==> src/rtl/fantasticfft_pkg.sv <==
// Shared types and constants for the fantasticfft FFT8 blocks.
//   fixed_t            - Q8.8 fixed-point word
//   fft8_frame_t       - one frame of FFT_POINTS words
//   fft8_ctrl_state_e  - frame controller states
package fantasticfft_pkg;

    localparam int unsigned FFT_POINTS   = 8;
    localparam int unsigned FP_INT_BITS  = 8;
    localparam int unsigned FP_FRAC_BITS = 8;

    typedef logic [FP_INT_BITS-1:-FP_FRAC_BITS] fixed_t;

    typedef fixed_t fft8_frame_t [FFT_POINTS];

    typedef enum logic [1:0] {
        FILL   = 2'd0,
        LAUNCH = 2'd1,
        WAIT   = 2'd2,
        DRAIN  = 2'd3
    } fft8_ctrl_state_e;

endpackage

==> src/rtl/fft8_result_buffer.sv <==
// Captures the eight complex FFT8 results and presents the bin picked by sel_i.
// Ports:
//   clk_i, rst_i      - clock, synchronous active-high reset
//   capture_i         - load y_re_i / y_im_i into the buffer
//   y_re_i, y_im_i    - packed result words, element k at [k*W +: W]
//   sel_i             - bin index to present
//   bin_re_o/bin_im_o - selected bin (driven from registers only)
module fft8_result_buffer
    import fantasticfft_pkg::*;
#(
    parameter int unsigned W = 16
) (
    input  logic                    clk_i,
    input  logic                    rst_i,
    input  logic                    capture_i,
    input  logic [FFT_POINTS*W-1:0] y_re_i,
    input  logic [FFT_POINTS*W-1:0] y_im_i,
    input  logic [2:0]              sel_i,
    output logic [W-1:0]            bin_re_o,
    output logic [W-1:0]            bin_im_o
);

    logic [W-1:0] re_q [FFT_POINTS];
    logic [W-1:0] im_q [FFT_POINTS];

    always_ff @(posedge clk_i) begin
        if (rst_i) begin
            for (int k = 0; k < FFT_POINTS; k++) begin
                re_q[k] <= '0;
                im_q[k] <= '0;
            end
        end else if (capture_i) begin
            for (int k = 0; k < FFT_POINTS; k++) begin
                re_q[k] <= y_re_i[k*W +: W];
                im_q[k] <= y_im_i[k*W +: W];
            end
        end
    end

    assign bin_re_o = re_q[sel_i];
    assign bin_im_o = im_q[sel_i];

endmodule

==> src/rtl/fft8_frame_controller.sv <==
// Frame sequencer for the FFT8 core: gathers eight Q8.8 samples, pulses the
// core start, waits for its result and streams the eight bins out.
// Optional feature macro: FFT8_CTRL_TIMEOUT_EN enables the launch-to-result
// timeout (counter, timeout_err). Undefined: WAIT has no time limit.
// Ports:
//   clk, rst                    - clock, synchronous active-high reset
//   in_data/in_valid/in_ready   - sample input stream
//   fft_x, fft_start            - frame and start pulse to the core
//   fft_result_valid, fft_y(_i) - result from the core
//   out_re/out_im/out_idx/out_valid/out_ready/out_last - bin output stream
//   busy, timeout_err, frames_done - status
module fft8_frame_controller
    import fantasticfft_pkg::*;
#(
    parameter int unsigned TIMEOUT_CYCLES = 10,
    parameter int unsigned INT_BITS       = 8,
    parameter int unsigned FRAC_BITS      = 8,
    localparam int unsigned W             = INT_BITS + FRAC_BITS
) (
    input  logic                    clk,
    input  logic                    rst,
    input  logic [W-1:0]            in_data,
    input  logic                    in_valid,
    output logic                    in_ready,
    output logic [FFT_POINTS*W-1:0] fft_x,
    output logic                    fft_start,
    input  logic                    fft_result_valid,
    input  logic [FFT_POINTS*W-1:0] fft_y,
    input  logic [FFT_POINTS*W-1:0] fft_y_i,
    output logic [W-1:0]            out_re,
    output logic [W-1:0]            out_im,
    output logic [2:0]              out_idx,
    output logic                    out_valid,
    input  logic                    out_ready,
    output logic                    out_last,
    output logic                    busy,
    output logic                    timeout_err,
    output logic [15:0]             frames_done
);

    fft8_ctrl_state_e state_q, state_d;
    logic [2:0]       wr_idx_q, wr_idx_d;
    logic [2:0]       rd_idx_q, rd_idx_d;
    logic [W-1:0]     frame_q [FFT_POINTS];
    logic [W-1:0]     frame_d [FFT_POINTS];
    logic [15:0]      frames_done_q, frames_done_d;
    logic             in_ready_q, fft_start_q, busy_q, out_valid_q;
    logic             capture;
    logic [W-1:0]     bin_re, bin_im;

`ifdef FFT8_CTRL_TIMEOUT_EN
    localparam int unsigned CntW = $clog2(TIMEOUT_CYCLES + 1);
    logic [CntW-1:0] cnt_q, cnt_d;
    logic            timeout_q, timeout_d;
`else
    logic unused_timeout_cycles;
    assign unused_timeout_cycles = ^TIMEOUT_CYCLES;
`endif

    always_comb begin
        state_d       = state_q;
        wr_idx_d      = wr_idx_q;
        rd_idx_d      = rd_idx_q;
        frame_d       = frame_q;
        frames_done_d = frames_done_q;
        capture       = 1'b0;
`ifdef FFT8_CTRL_TIMEOUT_EN
        cnt_d         = cnt_q;
        timeout_d     = 1'b0;
`endif
        unique case (state_q)
            FILL: begin
                if (in_valid && in_ready_q) begin
                    frame_d[wr_idx_q] = in_data;
                    wr_idx_d          = wr_idx_q + 3'd1;
                    if (wr_idx_q == 3'd7) state_d = LAUNCH;
                end
            end
            LAUNCH: begin
                // Frame is held through the start cycle, then zeroed for WAIT.
                frame_d = '{default: '0};
`ifdef FFT8_CTRL_TIMEOUT_EN
                // Counter holds cycles elapsed since the start pulse.
                cnt_d   = CntW'(1);
`endif
                state_d = WAIT;
            end
            WAIT: begin
                if (fft_result_valid) begin
                    capture  = 1'b1;
                    rd_idx_d = 3'd0;
                    state_d  = DRAIN;
                end
`ifdef FFT8_CTRL_TIMEOUT_EN
                // Abandon one cycle early so the registered error pulse lands
                // exactly TIMEOUT_CYCLES after the start pulse.
                else if (32'(cnt_q) + 32'd1 >= TIMEOUT_CYCLES) begin
                    timeout_d = 1'b1;
                    wr_idx_d  = 3'd0;
                    state_d   = FILL;
                end else begin
                    cnt_d = cnt_q + CntW'(1);
                end
`endif
            end
            DRAIN: begin
                if (out_valid_q && out_ready) begin
                    rd_idx_d = rd_idx_q + 3'd1;
                    if (rd_idx_q == 3'd7) begin
                        frames_done_d = frames_done_q + 16'd1;
                        wr_idx_d      = 3'd0;
                        state_d       = FILL;
                    end
                end
            end
        endcase
    end

    always_ff @(posedge clk) begin
        if (rst) begin
            state_q       <= FILL;
            wr_idx_q      <= '0;
            rd_idx_q      <= '0;
            frame_q       <= '{default: '0};
            frames_done_q <= '0;
            in_ready_q    <= 1'b0;
            fft_start_q   <= 1'b0;
            busy_q        <= 1'b0;
            out_valid_q   <= 1'b0;
        end else begin
            state_q       <= state_d;
            wr_idx_q      <= wr_idx_d;
            rd_idx_q      <= rd_idx_d;
            frame_q       <= frame_d;
            frames_done_q <= frames_done_d;
            in_ready_q    <= (state_d == FILL);
            fft_start_q   <= (state_d == LAUNCH);
            busy_q        <= (state_d != FILL);
            out_valid_q   <= (state_d == DRAIN);
        end
    end

`ifdef FFT8_CTRL_TIMEOUT_EN
    always_ff @(posedge clk) begin
        if (rst) begin
            cnt_q     <= '0;
            timeout_q <= 1'b0;
        end else begin
            cnt_q     <= cnt_d;
            timeout_q <= timeout_d;
        end
    end

    assign timeout_err = timeout_q;
`else
    assign timeout_err = 1'b0;
`endif

    fft8_result_buffer #(
        .W (W)
    ) u_result_buffer (
        .clk_i     (clk),
        .rst_i     (rst),
        .capture_i (capture),
        .y_re_i    (fft_y),
        .y_im_i    (fft_y_i),
        .sel_i     (rd_idx_q),
        .bin_re_o  (bin_re),
        .bin_im_o  (bin_im)
    );

    for (genvar k = 0; k < FFT_POINTS; k++) begin : g_pack_x
        assign fft_x[k*W +: W] = frame_q[k];
    end

    assign in_ready    = in_ready_q;
    assign fft_start   = fft_start_q;
    assign busy        = busy_q;
    assign out_valid   = out_valid_q;
    assign out_idx     = rd_idx_q;
    assign out_last    = out_valid_q && (rd_idx_q == 3'd7);
    assign out_re      = out_valid_q ? bin_re : '0;
    assign out_im      = out_valid_q ? bin_im : '0;
    assign frames_done = frames_done_q;

endmodule

==> config.mk <==
export PLATFORM = sky130hd
export DESIGN_NAME = fft8_frame_controller
export DESIGN_NICKNAME = d
export VERILOG_FILES = /design/src/rtl/fantasticfft_pkg.sv /design/src/rtl/fft8_result_buffer.sv /design/src/rtl/fft8_frame_controller.sv
export SDC_FILE = /design/constraint.sdc
export NUM_CORES = 1
export LEC_CHECK = 0
export CAP_MARGIN = 20
export CORE_ASPECT_RATIO = 0.6
export CORE_MARGIN = 2
export CORE_UTILIZATION = 60
export DETAILED_ROUTE_END_ITERATION = 12
export DONT_BUFFER_PORTS = 1
export PLACE_DENSITY = 0.78
export SYNTH_ARGS = -nofsm -noshare
export SYNTH_HDL_FRONTEND = slang
export SYNTH_HIERARCHICAL = 1
export SYNTH_SLANG_ARGS = --single-unit
==> constraint.sdc <==
create_clock -name clk -period 7.3 [get_ports clk]
set_input_delay 1.825 -clock clk [delete_from_list [all_inputs] [get_ports clk]]
set_output_delay 1.825 -clock clk [all_outputs]
set_load 0.05 [all_outputs]
# Yosys cells after proc, flatten, opt, wreduce, memory -nomap -nowiden
# Memory sizes are Yosys's and may differ from the RTL's. A register that Yosys moved wholly into a read port is not among the register bits.
# Index checks and enable logic that the tools add are counted.
totals:
  memories: 2
  latch_bits: 0
  rom_bits: 0
  inputBits: 277
  elab_cells: 112
  register_bits: 156
  out_inout_bits: 185
  ram_bits: 256
op_classes:
  reduce_logical: 14
  n_eq_ne: 11
  n_addsub: 3
  bitwise_logic: 17
  n_shift: 0
  n_mux: 47
  magnitude_cmp: 2
  mul: 0
  n_div: 0
memory_table:
  columns: ["name", "words", "width", "read_ports", "rd_ports_with_merged_regs", "wr", "line_no", "source"]
  rows:
  - ["u_result_buffer.im_q", 8, 16, 1, 1, 8, "fft8_result_buffer.sv:24", "logic [W-1:0] im_q [FFT_POINTS];"]
  - ["u_result_buffer.re_q", 8, 16, 1, 1, 8, "fft8_result_buffer.sv:23", "logic [W-1:0] re_q [FFT_POINTS];"]
op_table:
  columns: ["operator", "count"]
  rows:
  - ["$mux 16", 19]
  - ["$pmux 128 s2", 1]
  - ["$bwmux 128", 1]
  - ["$mux 128", 1]
  - ["$demux 16 s3", 1]
  - ["$mux 3", 9]
  - ["$add 16x1->16 const B", 1]
  - ["$or 1x1->1", 16]
  - ["$pmux 3 s2", 2]
  - ["$mux 2", 5]
  - ["$ne 2x2->1 const B", 4]
  - ["$pmux 2 s4", 1]
  - ["$reduce_bool 2->1", 4]
  - ["$mux 1", 7]
  - ["$add 3x1->3 const B", 2]
  - ["$eq 2x2->1 const B", 3]
  - ["$eq 3x3->1 const B", 2]
  - ["$reduce_and 3->1", 2]
  - ["$eq 2x1->1 const B", 2]
  - ["$ge 4x4->1 const B", 1]
  - ["$logic_and 1x1->1", 4]
  - ["$logic_not 2->1", 2]
  - ["$lt 4x1->1 const B", 1]
  - ["$not 3->4", 1]
  - ["other kinds (2)", 2]

# Depth between registers and ports, before layout
depth:
  ltp_word: 8
  depth_mapped: 7
  ltp_nobuf: 6

# Modules after synthesis
# Netlist, hierarchy kept.
by_module_without_submodules:
  columns: ["module", "cells_each", "seq_area_each_um2", "n_inst", "area_each_um2"]
  rows:
  - ["fft8_result_buffer", 656, 7687.4, 1, 11486.0]
  - ["fft8_frame_controller", 759, 3123.0, 1, 6033.3]

# Worst setup path after synthesis
# OpenSTA, ideal clock, no wires.
synth_timing:
  path_kind: "input port to flip-flop"
  from: "input port rst"
  to: "memory u_result_buffer.im_q[0][0], enable pin"
  arrival_ps: 5508
  t_required_ps: 6789
  setup_ps: 511
  setup_slack_ps: 1281
  cell_stages: 3
  path_buffers: 2
  cell_sequence: "clkbuf_1 > clkbuf_1 > or2_2"
synth_lines:
  columns: ["item", "line_no", "source"]
  rows:
  - ["start, declared", "fft8_frame_controller.sv:21", "input logic rst,"]
  - ["end, declared", "fft8_result_buffer.sv:24", null]

==> metrics.md <==
| Metric | Value |
|---|---|
| Synth Area in Simple Gates | 0.185 |
| Post-route ant nets | 0 |
| Setup Buffers After CTS | 0 |
| Fillers | 2065 |
| Post_cts resized | 0 |
| RSZ-0062 raised after global routing | no |
| Initial antenna violation count | 25 |
| Maxcap violations | 0 |
| Leakage dissipation | 6.52 nW |
| WP data arrival | 3310 ps |
| Worst Setup EP | out_im[0] |
| Post-synthesis mux area share | 0.113 |
| H-Tree Depth | 2 |
| Worst-Margin Slew | ~1100 ps |
| Post-Route Setup TNS | 0 ps |
| Placed cell areas | between 15000 and 20000 sq um |
| Main synth FF type | edfxtp_1 |
| Register-to-register setup slack | approximately 4400 ps |
| Total GRT Usage | 0.271 |
| Post-synthesis async set-or-reset flop share | 0 |
| Number of flops mapped to enable cells by yosys | 256 |
| IO Count | about 460 |
| VDD IR max | 0.191 mV |
| Area grow syn2layout | 7.40% |
| Wire per inst | 24.4 um |
| Overflow after GRT | 0 |
| Adder-cell share of the synthesized area | 0.00357 |
| Routed vias/inst | 6.04 |
| Largest family of logic cells by synthesized area | simple AND/OR/NAND/NOR gates |
| Pin count of the biggest net entering global routing | 136 |
| Cell variety after synth | ~50 |
| Max Root-Sink Buffers | 3 |
| Reg2reg start | out_idx[1]$_SDFFE_PP0P_ |
| First-pass GRT wire length | 61500 um |
| Total power | between 4 and 5 mW |
| R2R depth | 7 |
| Gpl congestion | 0.882 |
| Die Area | 30600 sq um |
| Register area share after synthesis | 0.617 |
| Crit path max fanout | between 40 and 50 |
| Final max-slew violation count | 0 |
| Nets | 1636 |
| Hold Crit Class | flip-flop to flip-flop |
| Num rows | 48 |
| Area of the core | 28700 sq um |
| Drt total wl | 43200 um |
| IO Port Bufs | 0 |
| CTS clock-pin slew for the worst setup and hold paths | 60 ps |
| Seq cells post-synth | roughly 410 |
| Post-route design area | around 19000 sq um |
| Vias in the first global route | 10000 |
| Fraction of layout cells with a size suffix above 1 | 0.0978 |
| Die Width | 225 um |
| Initial DRC count | 1016 |
| # hold bufs at CTS | 0 |
| Root Driver | clkbuf_16 |
| Final setup vio count | 0 |
| Final period util | 0.703 |
| Via count | roughly 11000 |
| Synth Net Count | 1697 |
| Outcome | completed |
| Post-route clock skew | 23.6 ps |
| XOR/XNOR share of the synthesized area | 0.00400 |
| Fmax | roughly 190 MHz |
| Slew Limit Headroom | 0.272 |
| Initial DRT Pass Iterations | 5 |
| Die height | between 100 and 150 um |
| Average cell area after synthesis | 12.4 sq um |
| Compound-Gate Fraction of Synth Area | 0.0460 |
| Power density over cell area | 246 nW/um^2 |
| CTS buffer count | 39 |
| Number of hold violations in the final report | 0 |
| Worst reg2reg endpoint | frames_done[15]$_SDFFE_PP0P_ |
| CTS tree | done |
| Synth Instances | 1415 |
| CP startpoint kind | flip-flop |
| Worst Setup SP | out_idx[0]$_SDFFE_PP0P_ |
| Clk sinks | 412 |
| # DRC | 0 |
| Worst-skew pair later-pin latency | roughly 540 ps |
| Hpwl dp | 29400 um |
| Minimum clock period | 5130 ps |
| Crit. End Element | output pin |
| Data required, critical path | 5480 ps |
| Starting density of the core | 0.610 |
| Synth warn | 6 |
| Critical path class | flip-flop to output pin |
| Post-Syn Area | 17500 sq um |
[layout make-up]
| type | instances | area [sq um] | area share |
|---|---|---|---|
| antenna | 17 | 42.5 | 0.00226 |
| sequential | 412 | 10800 | 0.575 |
| timing repair buffer | 8 | 88.8 | 0.00472 |
| multi-input combinational | 890 | 6170 | 0.328 |
| inverter | 3 | 11.3 | 0.000598 |
| clock buffer | 56 | 1150 | 0.0610 |
| tap | 375 | 469 | 0.0249 |
| clock inverter | 12 | 61.3 | 0.00326 |
[worst max-delay path, cell delays in order, from the launching register on]
cell     delay, ps
dfxtp_4       1000
buf_4          500
mux4_1         620
mux2_2         280
and2_1         350
[flip-flops by register name, summed over array words and instances (netlist names)]
signal,count
wr_idx_q,3
out_idx,3
out_valid,1
busy,1
in_ready,1
state_q,2
fft_x,128
u_result_buffer/re_q,128
fft_start,1
frames_done,16
u_result_buffer/im_q,128
[cells in the mapped netlist, types with 5 or more instances]
library cell  count  area [sq um]
a22oi_1          10          75.1
dfxtp_1         156          3120
nand3_1           8          40.0
nor2b_1          68           425
xor2_1            6          52.6
mux4_2           24           541
clkbuf_1         68           255
mux4_1           40          1050
buf_4            12          90.1
a21oi_1         134           671
ha_1              5          62.6
mux2_2           33           372
and2_1          228          1430
buf_2            15          75.1
buf_6             8          90.1
nand2_1         258           968
nor2_1           27           101
edfxtp_1        256          7690
[metrics by stage]
step / worst slack [ps] / hold WS [ps] / util / instances
2_1_floorplan: 1280 / 556 / - / 1415
3_3_place_gp: 2720 / 585 / 0.611 / 1686
3_5_place_dp: 2680 / 606 / 0.611 / 1686
4_1_cts: 2100 / 621 / 0.653 / 1754
5_1_grt: 2010 / 691 / 0.655 / 1769
6_report: 2170 / 619 / 0.655 / 1773
[per-layer routing]
metal	share of wire	vias up	track usage
met5	0.0029	-	0
met4	0.028	18	0.0927
met3	0.11	105	0.0994
met2	0.45	514	0.398
met1	0.41	5230	0.377
li1	-	4846	-
[cell usage in the layout (no fill, tap or decap), types with 3 or more instances in the layout]
| cell | count |
|---|---|
| nand3_1 | 8 |
| nand2_1 | 258 |
| buf_4 | 5 |
| ha_1 | 5 |
| o21ai_0 | 3 |
| clkbuf_1 | 9 |
| dfxtp_1 | 152 |
| nand4_1 | 4 |
| clkbuf_8 | 4 |
| xor2_1 | 6 |
| inv_1 | 3 |
| nor2b_1 | 67 |
| o31ai_1 | 4 |
| diode_2 | 17 |
| and2_1 | 228 |
| edfxtp_1 | 256 |
| nor4_1 | 3 |
| nor2_1 | 27 |
| a22oi_1 | 10 |
| and3_1 | 3 |
| clkinv_2 | 5 |
| a21oi_1 | 134 |
| clkbuf_16 | 42 |
| or4_1 | 4 |
| clkinv_1 | 4 |
| mux2_2 | 33 |
| mux4_1 | 40 |
| mux4_2 | 24 |
[logic make-up after synthesis]
| family | after synthesis |
|---|---|
| xor+xnor | 8 |
| compound gates | 153 |
| mux | 98 |
| buf+inv | 113 |
| flops | 412 |
| fa+ha+maj | 5 |
| simple gates | 625 |
| other cells | 1 |
[report_power, final]
group / switching, mW / internal [mW]
sequential: 0.0476 / 2.54
clock: 0.837 / 1.09
combinational: 0.0616 / 0.0418
total: 0.946 / 3.68
[how the worst min path moves through the flow]
stage | from | to | cells past startpoint
2_1_floorplan | wr_idx_q[0]$_SDFFE_PP0P_ | wr_idx_q[0]$_SDFFE_PP0P_ | 2
3_3_place_gp | wr_idx_q[0]$_SDFFE_PP0P_ | wr_idx_q[0]$_SDFFE_PP0P_ | 2
3_5_place_dp | wr_idx_q[0]$_SDFFE_PP0P_ | wr_idx_q[0]$_SDFFE_PP0P_ | 2
4_1_cts | wr_idx_q[0]$_SDFFE_PP0P_ | wr_idx_q[0]$_SDFFE_PP0P_ | 2
5_1_grt | wr_idx_q[0]$_SDFFE_PP0P_ | wr_idx_q[0]$_SDFFE_PP0P_ | 2
6_report | wr_idx_q[0]$_SDFFE_PP0P_ | wr_idx_q[0]$_SDFFE_PP0P_ | 2
(Power assumes the default switching activity.)
